`config.mk`:
```
export PLATFORM = sky130hd
export DESIGN_NAME = ghost_mode_sched
export DESIGN_NICKNAME = d
export VERILOG_FILES = /design/src/rtl/pacman_pkg.sv /design/src/rtl/ghost_mode_sched_downcounter.sv /design/src/rtl/ghost_mode_sched.sv
export SDC_FILE = /design/constraint.sdc
export NUM_CORES = 1
export LEC_CHECK = 0
export CORE_UTILIZATION = 50
export CTS_CLUSTER_SIZE = 16
export DETAILED_ROUTE_END_ITERATION = 8
export PLACE_DENSITY = 0.69
export SLEW_MARGIN = 5
export SYNTH_ARGS = -nofsm -noshare
export SYNTH_HDL_FRONTEND = slang
export SYNTH_SLANG_ARGS = --single-unit
```
`constraint.sdc`:
```
create_clock -name clk -period 2.4 [get_ports clk]
set_input_delay 0.48 -clock clk [delete_from_list [all_inputs] [get_ports clk]]
set_output_delay 0.48 -clock clk [all_outputs]
set_load 0.1 [all_outputs]
```
`src/rtl/pacman_pkg.sv`:
```
// Shared ghost-behaviour codes: movement modes and direction encodings used by the
// mode sequencer and the ghost movers.
package pacman_pkg;

    typedef enum logic [1:0] {
        MODE_SCATTER = 2'b00,
        MODE_CHASE   = 2'b01,
        MODE_FRIGHT  = 2'b10
    } mode_e;

    typedef enum logic [1:0] {
        DIR_UP    = 2'b00,
        DIR_RIGHT = 2'b01,
        DIR_DOWN  = 2'b10,
        DIR_LEFT  = 2'b11
    } dir_e;

    localparam logic [2:0] LAST_PHASE = 3'd7;

    // Even schedule phases scatter, odd phases chase.
    function automatic mode_e phaseMode(input logic [2:0] ph);
        return ph[0] ? MODE_CHASE : MODE_SCATTER;
    endfunction

endpackage

```
`src/rtl/ghost_mode_sched_downcounter.sv`:
```
// Frame-tick down-counter: load wins over a tick; expire flags the tick that
// consumes the last remaining count.
module tick_downcounter #(
    parameter int unsigned        T_WIDTH   = 12,
    parameter logic [T_WIDTH-1:0] RESET_VAL = '0
) (
    input  logic               clk,
    input  logic               reset,
    input  logic               load,
    input  logic [T_WIDTH-1:0] value,
    input  logic               tick,
    input  logic               en,
    output logic [T_WIDTH-1:0] count,
    output logic               expire
);

    assign expire = en && tick && (count == T_WIDTH'(1));

    always_ff @(posedge clk) begin
        if (reset)
            count <= RESET_VAL;
        else if (load)
            count <= value;
        else if (en && tick)
            count <= count - T_WIDTH'(1);
    end

endmodule

```
`src/rtl/ghost_mode_sched.sv`:
```
// Global ghost mode sequencer: timed scatter/chase schedule, frightened override on
// power pellets, and a one-cycle reversal pulse on every mode change into a new regime.
module ghost_mode_sched
    import pacman_pkg::*;
#(
    parameter int unsigned T_WIDTH      = 12,
    parameter int unsigned SCATTER0     = 420,
    parameter int unsigned CHASE0       = 1200,
    parameter int unsigned SCATTER1     = 420,
    parameter int unsigned CHASE1       = 1200,
    parameter int unsigned SCATTER2     = 300,
    parameter int unsigned CHASE2       = 1200,
    parameter int unsigned SCATTER3     = 300,
    parameter int unsigned FRIGHT_TICKS = 360,
    parameter int unsigned FLASH_TICKS  = 120
) (
    input  logic       clk,
    input  logic       reset,
    input  logic       frameTick,
    input  logic       pause,
    input  logic       powerPellet,
    output logic [1:0] mode,
    output logic       reverseDir,
    output logic       flash,
    output logic [2:0] phase
);

    localparam logic [T_WIDTH-1:0] FRIGHT_LOAD = T_WIDTH'(FRIGHT_TICKS);
    localparam logic [T_WIDTH-1:0] FLASH_LIM   = T_WIDTH'(FLASH_TICKS);
    localparam logic [T_WIDTH-1:0] FIRST_LOAD  = T_WIDTH'(SCATTER0);

    localparam bit DUR_OK = (SCATTER0 != 0) && (CHASE0 != 0) && (SCATTER1 != 0) &&
                            (CHASE1 != 0) && (SCATTER2 != 0) && (CHASE2 != 0) &&
                            (SCATTER3 != 0) && (FRIGHT_TICKS != 0);

    mode_e              modeQ, modeNext;
    logic               flashNext;
    logic               live, inFright, pelletHit;
    logic               phaseEn, phaseExpire, frightEn, frightExpire;
    logic [2:0]         nextPhase;
    logic [T_WIDTH-1:0] phaseLoadVal, phaseCnt, frightCnt;

    assign mode      = modeQ;
    assign live      = !pause;
    assign inFright  = (modeQ == MODE_FRIGHT);
    assign pelletHit = live && powerPellet;
    assign nextPhase = phase + 3'd1;

    // The schedule clock stops for all of fright and never runs in the final phase.
    assign phaseEn  = live && !inFright && (phase != LAST_PHASE);
    assign frightEn = live && inFright;

    always_comb begin
        phaseLoadVal = '0;
        case (nextPhase)
            3'd1:    phaseLoadVal = T_WIDTH'(CHASE0);
            3'd2:    phaseLoadVal = T_WIDTH'(SCATTER1);
            3'd3:    phaseLoadVal = T_WIDTH'(CHASE1);
            3'd4:    phaseLoadVal = T_WIDTH'(SCATTER2);
            3'd5:    phaseLoadVal = T_WIDTH'(CHASE2);
            3'd6:    phaseLoadVal = T_WIDTH'(SCATTER3);
            default: phaseLoadVal = '0;
        endcase
    end

    tick_downcounter #(.T_WIDTH(T_WIDTH), .RESET_VAL(FIRST_LOAD)) uPhaseCnt (
        .clk    (clk),
        .reset  (reset),
        .load   (phaseExpire),
        .value  (phaseLoadVal),
        .tick   (frameTick),
        .en     (phaseEn),
        .count  (phaseCnt),
        .expire (phaseExpire)
    );

    tick_downcounter #(.T_WIDTH(T_WIDTH), .RESET_VAL('0)) uFrightCnt (
        .clk    (clk),
        .reset  (reset),
        .load   (pelletHit),
        .value  (FRIGHT_LOAD),
        .tick   (frameTick),
        .en     (frightEn),
        .count  (frightCnt),
        .expire (frightExpire)
    );

    // Flash tracks the post-edge fright count so it lands in the same cycle as mode.
    always_comb begin
        modeNext  = modeQ;
        flashNext = flash;
        if (pelletHit) begin
            modeNext  = MODE_FRIGHT;
            flashNext = (FRIGHT_LOAD <= FLASH_LIM);
        end else if (frightExpire) begin
            modeNext  = phaseMode(phase);
            flashNext = 1'b0;
        end else if (frightEn && frameTick) begin
            flashNext = ((frightCnt - T_WIDTH'(1)) <= FLASH_LIM);
        end else if (phaseExpire) begin
            modeNext  = phaseMode(nextPhase);
        end
    end

    always_ff @(posedge clk) begin
        if (reset) begin
            modeQ      <= MODE_SCATTER;
            phase      <= 3'd0;
            reverseDir <= 1'b0;
            flash      <= 1'b0;
        end else if (pause) begin
            reverseDir <= 1'b0;
        end else begin
            modeQ      <= modeNext;
            reverseDir <= pelletHit || phaseExpire;
            flash      <= flashNext;
            if (phaseExpire)
                phase <= nextPhase;
        end
    end

    assert property (@(posedge clk) disable iff (reset) DUR_OK);

endmodule

```
==> results.tsv <==
metric	value	unit
setup_viol	0	
synth_area_per_cell	8.144	µm²
yosys_warnings	0	
chipWidth	62.94	µm
ioPinCount	12	
clock-sinks	31	
worst_path_largest_cell_delay	0.49	ns
peakVddDrop	346.6	µV
setup_tns	0	ns
async_reset_ff_share	0	%
start_util	53.94	%
fin_crit_sh	84.19	%
ant_nets	0	
min_from	uPhaseCnt.count[8]	
htreeDepth	2	
synthTopCellsByArea	dfxtp_1 (33%), nor2_1 (5.5%), ha_1 (5.4%), a21oi_1 (4.3%), nand2_1 (4.0%)	
r2r_cells	6	
required	2.61	ns
synth-seq-area-share	33.42	%
swShare	25.03	%
grt_max_degree	15	
vias	1718	
p_switching	314.5	µW
yosys.cell_types.count	51	
insertion_delay	0.28	ns
skew	0.008212	ns
wl	4181	µm
internal_power	942.1	µW
synth_edf_count	0	
grt-ovfl-total	0	
hold_end	uPhaseCnt.count[8]	
hold_depth	2	
tritoncts	built	
r2r_end	mode[0]	
drc	0	
placed_area	2051	µm²
arrival	2.23	ns
clock_power_share	41.7	%
cpLargestDelayFamily	simple AND/OR/NAND/NOR gates	
cellPowerDensity	579.5	nW/µm²
drt_iter0_drc	103	
areaGrowthSynthToFinish	16.78	%
placeableCoreArea	3442	µm²
globalplace.congestion	0.9084	
grt_pass1_wl	7210	µm
clockRootBuffer	clkbuf_8	
dr.pass1.iters	5	
end_kind	register	
relSlewSlack	70.36	%
numCtsBuffers	5	
fmax	494.9	MHz
avgViaCountPerCell	5.844	
grt_usage	23.26	%
crit_slowest_cell	clkdlybuf4s50_1	
cts_resized	0	
hold_path.class	register to register	
path_clk_slew	0.06	ns
ff2ff_setup_slack	0.39	ns
cts_setup_buffers	0	
ys_seq_elements	31	
post-dp-hpwl	3148	µm
pwr-share-comb	14.4	%
path_class	input pin to register	
startpoint_type	input pin	
antenna_cells	0	
drive_gt1_share	14.92	%
std_cell_rows	21	
io_buffers	11	
antenna_found_initial	0	
rsz0062_at_grt	false	
min_period	2.021	ns
p_leak	0.8069	nW
syn_inst	228	
syn_nets	241	
worst_pin_slew	0.4406	ns
holdBufCountCts	0	
design_area	2168	µm²
routedWlPerCell	14.22	µm
grt_pass1_vias	1567	
cp_max_fo	6	
r2r_start	uFrightCnt.count[0]	
pwr-share-seq	43.9	%
synth_top_area_share	33.42	%
synth_flop_cell	dfxtp_1	
dieArea	3961	µm²
cts_buffer_depth	2	
final_nets	260	
die_h	62.94	µm
drv_slew	0	
final-hold-violation-count	0	
path_buf_inv	1	
outcome	finished, final reports clean	
yosys.area.top_type	dfxtp_1	
syn-cell-area	1857	µm²
worstPathCellList	clkdlybuf4s50_1, nand4bb_1, or3_1, a21oi_1, nor2_1, a211oi_2	
max_cap_viol_count	0	
## final cells by class
| cell class | instances | area (µm²) |
|---|---|---|
| Fill cell | 309 | 1274 |
| Multi-Input combinational cell | 178 | 1160 |
| Sequential cell | 31 | 620.6 |
| Timing Repair Buffer | 23 | 182.7 |
| Clock buffer | 6 | 82.58 |
| Tap cell | 46 | 57.56 |
| Clock inverter | 2 | 35.03 |
| Inverter | 8 | 30.03 |
## power groups by stage
stage               clock (mW)  sequential [mW]  combinational (mW)
global placement             0            0.562               0.174
detailed placement           0            0.562               0.179
CTS                      0.541            0.551               0.180
global route             0.567            0.554               0.198
floorplan                    0            0.568               0.122
finish                   0.524            0.552               0.181
## tightest hold or removal path, stage by stage (launching register included)
cell     delay [ns]
dfxtp_1        0.31
o31ai_1        0.06
nand2_1        0.05
## metrics by stage
stage / instances / total power, mW / hold WS [ns] / worst slack [ns] / util, %
after detailed placement: 286 / 0.7411 / 0.4493 / 0.1088 / 59.58
after global routing: 294 / 1.319 / 0.5212 / 0.2568 / 63.00
after CTS: 294 / 1.271 / 0.4606 / 0.3872 / 63.00
after floorplan: 228 / 0.6903 / 0.4306 / 0.05155 / -
after global placement: 286 / 0.7360 / 0.4392 / 0.1897 / 59.58
final: 294 / 1.257 / 0.4610 / 0.3795 / 63.00
## cells by family (layout without fill, tap and decap cells)
kind of cell | Yosys count | count (layout) | synth area share, %
and+or+nand+nor | 109 | 109 | 33.15
buffers and inverters | 19 | 39 | 4.111
xor gates and xnor gates | 10 | 10 | 4.717
DFF | 31 | 31 | 33.42
AOI/OAI and AO/OA | 46 | 46 | 16.44
adders and majority gates | 8 | 8 | 5.391
muxes | 5 | 5 | 2.763
## cell usage after synthesis (4+ instances only)
cell type,number
dfxtp_1,31
a211oi_1,4
ha_1,8
nor3_1,9
buf_2,4
mux2i_1,4
nand2b_1,9
clkbuf_1,7
nor2_1,27
nand3_1,6
nor2b_1,4
a21oi_1,16
inv_1,8
nand2_1,20
xor2_1,7
or3_1,6
nand4_1,5
## registers in the layout, indices dropped and copies added (netlist names)
register / cells
reverseDir: 1
uFrightCnt.count: 12
flash: 1
phase: 3
uPhaseCnt.count: 12
mode: 2
## worst max path at each step
| stage | from | endpoint | cells after the start |
|---|---|---|---|
| floorplan | phase[1] | uPhaseCnt.count[10] | 7 |
| global placement | pause | uPhaseCnt.count[11] | 7 |
| detailed placement | pause | uPhaseCnt.count[11] | 7 |
| CTS | pause | uFrightCnt.count[5] | 6 |
| global route | frameTick | uFrightCnt.count[8] | 7 |
| finish | pause | uFrightCnt.count[5] | 6 |
## placed cells by master, fill, tap and decap left out, types with 2 or more instances in the layout
cell type,instances
clkbuf_8,6
nor4_1,3
a31oi_1,3
mux2i_1,4
a211oi_1,4
xor2_1,7
o22ai_1,3
dfxtp_1,31
nand2_1,20
ha_1,8
nor2b_1,4
nand3_1,6
nor2_1,27
and3_1,3
nand3b_1,2
a21oi_1,16
nor3b_1,2
nor3_1,9
inv_1,8
or3_1,6
nand4_1,5
a21o_1,2
xnor2_1,3
nand2b_1,9
o31ai_1,3
o21ai_0,3
buf_4,19
a22oi_1,2
clkdlybuf4s50_1,4
nor4_2,2
## routing by layer
| metal | GRT usage (%) | up-vias | share of wire (%) |
|---|---|---|---|
| met4 | 13.08 | 0 | 3.0 |
| met1 | 28.22 | 800 | 45 |
| met2 | 37.37 | 43 | 48 |
| met5 | 0 | - | 0 |
| li1 | - | 862 | - |
| met3 | 5.474 | 13 | 4.3 |
No activity file was read; power rests on OpenSTA's default activity.
